[config.mk]
export PLATFORM = sky130hd
export DESIGN_NAME = uncache_axi_bridge
export DESIGN_NICKNAME = d
export VERILOG_FILES = /design/src/rtl/uncache_axi_bridge.sv
export SDC_FILE = /design/constraint.sdc
export NUM_CORES = 1
export LEC_CHECK = 0
export ABC_AREA = 0
export CAP_MARGIN = 20
export CORE_AREA = 2 2 129 131
export CTS_CLUSTER_DIAMETER = 150
export CTS_CLUSTER_SIZE = 40
export DETAILED_ROUTE_END_ITERATION = 7
export DIE_AREA = 0 0 131 133
export GPL_TIMING_DRIVEN = 0
export HOLD_SLACK_MARGIN = 0.15
export PLACE_DENSITY = 0.76
export SLEW_MARGIN = 15
export SYNTH_ARGS = -nofsm -noshare
export SYNTH_HDL_FRONTEND = slang
export SYNTH_SLANG_ARGS = --single-unit
export TNS_END_PERCENT = 1
[constraint.sdc]
create_clock -name clk -period 1.3 [get_ports clk]
set_input_delay 0.26 -clock clk [delete_from_list [all_inputs] [get_ports clk]]
set_output_delay 0.26 -clock clk [all_outputs]
set_load 0.01 [all_outputs]
[src/rtl/uncache_axi_bridge.sv]
// Single-beat AXI3 master for uncached loads and stores: one transaction in flight,
// completion signalled by a one-cycle reload pulse carrying read data and error status.
module uncache_axi_bridge #(
  parameter logic [3:0] RD_ID = 4'd0,
  parameter logic [3:0] WR_ID = 4'd1
) (
  input  logic        clk,
  input  logic        rst,
  // uncache stage request side
  input  logic        rd_req,
  input  logic [31:0] rd_addr,
  input  logic        wr_req,
  input  logic [3:0]  wr_wstrb,
  input  logic [31:0] wr_addr,
  input  logic [31:0] wr_data,
  output logic        reload,
  output logic [31:0] rd_data,
  output logic        bus_err,
  // AR channel
  output logic [3:0]  arid,
  output logic [31:0] araddr,
  output logic [7:0]  arlen,
  output logic [2:0]  arsize,
  output logic [1:0]  arburst,
  output logic        arvalid,
  input  logic        arready,
  // R channel
  input  logic [3:0]  rid,
  input  logic [31:0] rdata,
  input  logic [1:0]  rresp,
  input  logic        rlast,
  input  logic        rvalid,
  output logic        rready,
  // AW channel
  output logic [3:0]  awid,
  output logic [31:0] awaddr,
  output logic [7:0]  awlen,
  output logic [2:0]  awsize,
  output logic [1:0]  awburst,
  output logic        awvalid,
  input  logic        awready,
  // W channel
  output logic [3:0]  wid,
  output logic [31:0] wdata,
  output logic [3:0]  wstrb,
  output logic        wlast,
  output logic        wvalid,
  input  logic        wready,
  // B channel
  input  logic [3:0]  bid,
  input  logic [1:0]  bresp,
  input  logic        bvalid,
  output logic        bready
);

  typedef enum logic [2:0] {
    IDLE    = 3'd0,
    RD_AR   = 3'd1,
    RD_R    = 3'd2,
    WR_AW_W = 3'd3,
    WR_B    = 3'd4,
    DONE    = 3'd5
  } state_t;

  state_t      state;
  state_t      next_state;

  logic [31:0] addr_q;
  logic [31:0] data_q;
  logic [3:0]  strb_q;
  logic [31:0] rd_data_q;
  logic        resp_err_q;
  logic        aw_done_q;
  logic        w_done_q;

  logic        ar_hs;
  logic        r_hs;
  logic        aw_hs;
  logic        w_hs;
  logic        b_hs;

  // IDs are fixed per direction and only single beats are issued, so these carry no information
  logic        unused_inputs;
  assign unused_inputs = ^{rid, rlast, bid};

  assign ar_hs = arvalid & arready;
  assign r_hs  = rvalid & rready;
  assign aw_hs = awvalid & awready;
  assign w_hs  = wvalid & wready;
  assign b_hs  = bvalid & bready;

  always_ff @(posedge clk) begin
    if (rst) begin
      state <= IDLE;
    end else begin
      state <= next_state;
    end
  end

  always_comb begin
    next_state = state;
    case (state)
      IDLE: begin
        if (wr_req) begin
          next_state = WR_AW_W;
        end else if (rd_req) begin
          next_state = RD_AR;
        end
      end
      RD_AR: begin
        if (ar_hs) begin
          next_state = RD_R;
        end
      end
      RD_R: begin
        if (r_hs) begin
          next_state = DONE;
        end
      end
      // AW and W may complete in either order or together
      WR_AW_W: begin
        if ((aw_done_q || aw_hs) && (w_done_q || w_hs)) begin
          next_state = WR_B;
        end
      end
      WR_B: begin
        if (b_hs) begin
          next_state = DONE;
        end
      end
      DONE:    next_state = IDLE;
      default: next_state = IDLE;
    endcase
  end

  always_comb begin
    arvalid = (state == RD_AR);
    rready  = (state == RD_R);
    awvalid = (state == WR_AW_W) && !aw_done_q;
    wvalid  = (state == WR_AW_W) && !w_done_q;
    bready  = (state == WR_B);
    reload  = (state == DONE);
    bus_err = (state == DONE) && resp_err_q;
  end

  // Request fields are captured only while IDLE so the bus sees stable values mid-transfer
  always_ff @(posedge clk) begin
    if (rst) begin
      addr_q     <= 32'd0;
      data_q     <= 32'd0;
      strb_q     <= 4'd0;
      rd_data_q  <= 32'd0;
      resp_err_q <= 1'b0;
      aw_done_q  <= 1'b0;
      w_done_q   <= 1'b0;
    end else begin
      case (state)
        IDLE: begin
          aw_done_q <= 1'b0;
          w_done_q  <= 1'b0;
          if (wr_req) begin
            addr_q <= wr_addr;
            data_q <= wr_data;
            strb_q <= wr_wstrb;
          end else if (rd_req) begin
            addr_q <= rd_addr;
          end
        end
        RD_R: begin
          if (r_hs) begin
            rd_data_q  <= rdata;
            resp_err_q <= (rresp != 2'b00);
          end
        end
        WR_AW_W: begin
          if (aw_hs) begin
            aw_done_q <= 1'b1;
          end
          if (w_hs) begin
            w_done_q <= 1'b1;
          end
        end
        WR_B: begin
          if (b_hs) begin
            resp_err_q <= (bresp != 2'b00);
          end
        end
        default: begin
        end
      endcase
    end
  end

  assign arid    = RD_ID;
  assign araddr  = addr_q;
  assign arlen   = 8'd0;
  assign arsize  = 3'b010;
  assign arburst = 2'b01;

  assign awid    = WR_ID;
  assign awaddr  = addr_q;
  assign awlen   = 8'd0;
  assign awsize  = 3'b010;
  assign awburst = 2'b01;

  assign wid     = WR_ID;
  assign wdata   = data_q;
  assign wstrb   = strb_q;
  assign wlast   = 1'b1;

  assign rd_data = rd_data_q;

endmodule

# Yosys cells after proc, flatten, opt, wreduce, memory -nomap -nowiden
# Index checks and enable logic that the tools add are counted.
[op_classes]
addsub = 0
n_mul = 0
div_mod_pow = 0
n_lt_le_gt_ge = 0
eq_ne = 12
shifts = 0
muxes = 16
bitwise = 5
reduce_logical = 21
[op_table]
columns = ["op", "count"]
rows = [
  ["$mux 32", 2],
  ["$mux 3", 6],
  ["$pmux 3 s5", 1],
  ["$reduce_and 2->1", 5],
  ["$reduce_bool 2->1", 5],
  ["$eq 3x2->1 const B", 2],
  ["$eq 3x3->1 const B", 2],
  ["$ne 2x1->1 const B", 3],
  ["$ne 2x2->1 const B", 3],
  ["$pmux 1 s2", 3],
  ["$and 1x1->1", 5],
  ["$reduce_and 5->1", 1],
  ["$logic_and 1x1->1", 4],
  ["$mux 1", 4],
  ["$eq 3x1->1 const B", 1],
  ["$logic_not 3->1", 1],
  ["$ne 3x3->1 const B", 1],
  ["$reduce_and 3->1", 1],
  ["$logic_not 1->1", 2],
  ["$logic_or 1x1->1", 2],
]
[word_totals]
ff_bits = 106
latchBits = 0
ram_bits = 0
romBits = 0
in_bits = 154
out_inout_bits = 178
wordCells = 62
mem_count = 0

# Logic depth before layout (Yosys ltp)
[depth]
ltp_word = 7
mapped_depth = 7
mapped_depth_nobuf = 4

# Least setup slack after synthesis
# Ideal clock, no wire load.
[synth_timing]
kind = "reg2out"
startpoint = "register state[2]"
endpoint = "output port bus_err"
arrival_time_ns = 1.209
required_time_ns = 1.040
setup_slack_ns = -0.169
path_stages_with_launch = 5
cell_sequence = "dfxtp_1 > buf_2 > inv_1 > nor3_1 > and2_1"
[synth_between]
elab_chain_len = 2
[synth_rtl]
columns = ["element", "line_no", "rtl"]
rows = [
  ["start, declared", "65", "state_t state;"],
  ["start signal, assigned", "96", "state <= next_state;"],
  ["$eq 3x3->1", "n/a", ""],
  ["named net reload", "16", "output logic reload,"],
  ["$logic_and 1x1->1", "143", "bus_err = (state == DONE) && resp_err_q;"],
  ["end, declared", "18", "output logic bus_err,"],
]
# The timed path passes the listed nets, and every way through them passes these cells.

# Worst setup path after layout
[layout_timing]
startpoint = "register state[2]"
endpoint = "output port bus_err"
[layout_between]
elab_chain_len = 2
[layout_rtl]
columns = ["element", "line_no"]
rows = [
  ["$eq 3x3->1", "143"],
  ["$logic_and 1x1->1", "143"],
]
# Every way passes these cells.

==> impl_metrics.env <==
export IMPL_status="finished with violations"
export IMPL_violations="setup timing"
export IMPL_tightest_slew_ns=0.523
export IMPL_hold_viol=0
export IMPL_cp_max_fo=6
export IMPL_cap_violations=0
export IMPL_period_minus_slack_ns=1.59
export IMPL_critPathKind="reg -> out"
export IMPL_grt_max_degree=17
export IMPL_synth_main_ff_cell="dfxtp_1"
export IMPL_floorplan_die_area_sq_um=17400
export IMPL_dr_total_vias=4921
export IMPL_fin_nets=1067
export IMPL_drt_iter0_markers=138
export IMPL_ir_drop_mv=1.01
export IMPL_crit_start="state[2]"
export IMPL_synth_warnings=0
export IMPL_numPortBuffers=281
export IMPL_grt_pass1_wl_um=24200
export IMPL_cp_required_ns=1.04
export IMPL_yosys_area_top_type_share=0.449
export IMPL_gp_routability_congestion=0.773
export IMPL_setup_viol=98
export IMPL_yosysMostFrequentCell="nand2_1"
export IMPL_min_to="araddr[1]"
export IMPL_synth_edf_count=0
export IMPL_start_util=0.292
export IMPL_overflow=0
export IMPL_p_leak_uw=0.00389
export IMPL_fin_skew_ns=0.00550
export IMPL_cts_root_buffer="clkbuf_16"
export IMPL_worstPathArrival_ns=1.33
export IMPL_whs_path_depth=3
export IMPL_crit_path_top_delay_cell="dfxtp_4"
export IMPL_drc_errors=0
export IMPL_synthArstFlopShare=0
export IMPL_diodes=0
export IMPL_fmax_ghz=0.628
export IMPL_synth_cells=572
export IMPL_multi_input_area_sq_um=2100
export IMPL_p_per_area_nw_per_um2=1620
export IMPL_seqCellArea_sq_um=2170
export IMPL_netlist_area_sq_um=4730
export IMPL_dr_pass1_iters=4
export IMPL_cts_made_buffers=9
export IMPL_cp_cell_sequence="buf_6 > inv_4 > nor3_4 > and2_4 > buf_6"
export IMPL_yosys_top_cells_count="nand2_1, dfxtp_1, buf_4"
export IMPL_synth_area_leaders="dfxtp_1, buf_4, nand2_1"
export IMPL_drive_gt1_frac=0.237
export IMPL_start_kind="register"
export IMPL_cts_max_level=3
export IMPL_insertion_delay_ns=0.34
export IMPL_design_core_area_sq_um=16200
export IMPL_ios=332
export IMPL_wire_per_inst_um=14.3
export IMPL_cts_clk_slew_worst_paths_ns=0.07
export IMPL_ys_types=32
export IMPL_antenna_found_initial=1
export IMPL_cts_tree="yes"
export IMPL_hp_start="wr_req"
export IMPL_hold_path_class="in -> reg"
export IMPL_wirelength_um=16300
export IMPL_rsz0062_at_grt="yes"
export IMPL_final_cells=1138
export IMPL_syn_area_per_cell_sq_um=8.26
export IMPL_placed_area_sq_um=7960
export IMPL_rr_startpoint="state[2]"
export IMPL_num_rows=47
export IMPL_seq_area_frac_synth=0.449
export IMPL_area_growth_pct=77.2
export IMPL_via_per_inst=4.32
export IMPL_n_fill_cell=1581
export IMPL_period_share=1.23
export IMPL_crit_top_cell="buf_6"
export IMPL_hpwlAfterDp_um=12500
export IMPL_grt_use_total=0.179
export IMPL_slew_viol_final=0
export IMPL_clockBufferDepth=2
export IMPL_die_h_um=133
export IMPL_max_stage_delay_ns=0.39
export IMPL_cts_sinks=106
export IMPL_dieWidth_um=131
export IMPL_yosys_area_top_type="dfxtp_1"
export IMPL_post_place_ws_ns=-0.704
export IMPL_cp_end_kind="primary output"
export IMPL_relSlewSlack=0.651
export IMPL_setup_ws_ns=-0.293
export IMPL_worstReg2RegEnd="araddr[20]"
export IMPL_final_area_sq_um=8380
export IMPL_placedCellCount=1110
export IMPL_synth_seq_cells=106
export IMPL_reg2reg_slack_ns=-0.20
export IMPL_reg2reg_depth=7
export IMPL_ant_nets=0
export IMPL_grt_pass1_vias=4708
-- logic make-up after synthesis --
kind of cell	count (synthesis)	synth area share
AOI/OAI and AO/OA	116	0.145
other	2	0.00159
DFF	106	0.449
and+or+nand+nor	201	0.177
muxes	34	0.0720
buffers and inverters	113	0.156
-- cell usage in the layout, fill, tap and decap left out, types with 3 or more instances in the layout --
master and n:
clkbuf_2 3, clkbuf_16 9, mux2i_1 33, nand2_1 135
a211oi_1 29, clkbuf_1 13, nand3b_1 3, clkdlybuf4s50_1 142
dlygate4sd2_1 99, a21oi_1 70, nand2_2 4, dfxtp_1 74
buf_8 8, buf_4 118, nor2_1 36, conb_1 39
o21ai_0 6, a211oi_2 3, dfxtp_4 3, buf_6 10
nor3_1 3, buf_2 12, dfxtp_2 29
-- what timing repair did --
action                                  CTS  global route
gates cloned                              0             0
endpoints found under the setup margin  241           111
buffers inserted                          9             3
pin swaps                                22            10
resized for setup                       233            53
hold buffers                              0             0
-- critical path, delay by kind of cell, from the launching register on --
family,cells,cell delay [ns]
and+or+nand+nor,2,0.34
buffers and inverters,3,0.27
DFF,1,0.39
-- worst max path at each step --
| stage | to | slack, ns |
|---|---|---|
| final | bus_err | -0.29 |
| after global routing | bus_err | -0.33 |
| after CTS | bus_err | -0.31 |
| after detailed placement | wdata[5] | -0.70 |
| after global placement | rd_data[14] | -0.72 |
| after floorplan | bus_err | -0.07 |
-- final cells by class --
class,instances,area share
flip-flops and latches,106,0.259
clock inverters,4,0.00344
plain buffers,111,0.105
multi-input cells,390,0.251
well taps,220,0.0329
clock buffers,12,0.0282
inverters,2,0.00149
repair buffers,293,0.319
-- flip-flops by register name (all words and copies together) (netlist names) --
signal / count
araddr: 32
aw_done_q: 1
rd_data: 32
resp_err_q: 1
state: 3
w_done_q: 1
wdata: 32
wstrb: 4
-- report_power, final --
group | leakage (uW) | internal, uW | total (uW) | switching [uW]
Clock | 0.000123 | 1300 | 2540 | 1230
Combinational | 0.00288 | 3430 | 6370 | 2940
Sequential | 0.000879 | 4080 | 4660 | 581
Total | 0.00389 | 8810 | 13600 | 4750
-- per-stage QoR --
stage | power [uW] | hold slack, ns | utilization | setup TNS [ns]
floorplan | 7610 | 0.396 | - | -1.56
global placement | 10800 | 0.441 | 0.492 | -51.38
detailed placement | 10900 | 0.447 | 0.492 | -51.66
CTS | 13200 | 0.398 | 0.507 | -14.58
global route | 14400 | 0.428 | 0.518 | -17.23
finish | 13600 | 0.400 | 0.518 | -9.03
-- layer usage --
layer  part of all wire  wire length (um)  vias to the layer above  global-route usage
met3              0.082              1340                       19              0.0489
met4              0.019               314                        0              0.0656
met1               0.38              6120                     2224               0.195
met5                  0                 0                        -                   0
met2               0.52              8540                      203               0.325
li1                   -                 -                     2475                   -
Power figures use the tool's default switching activity.
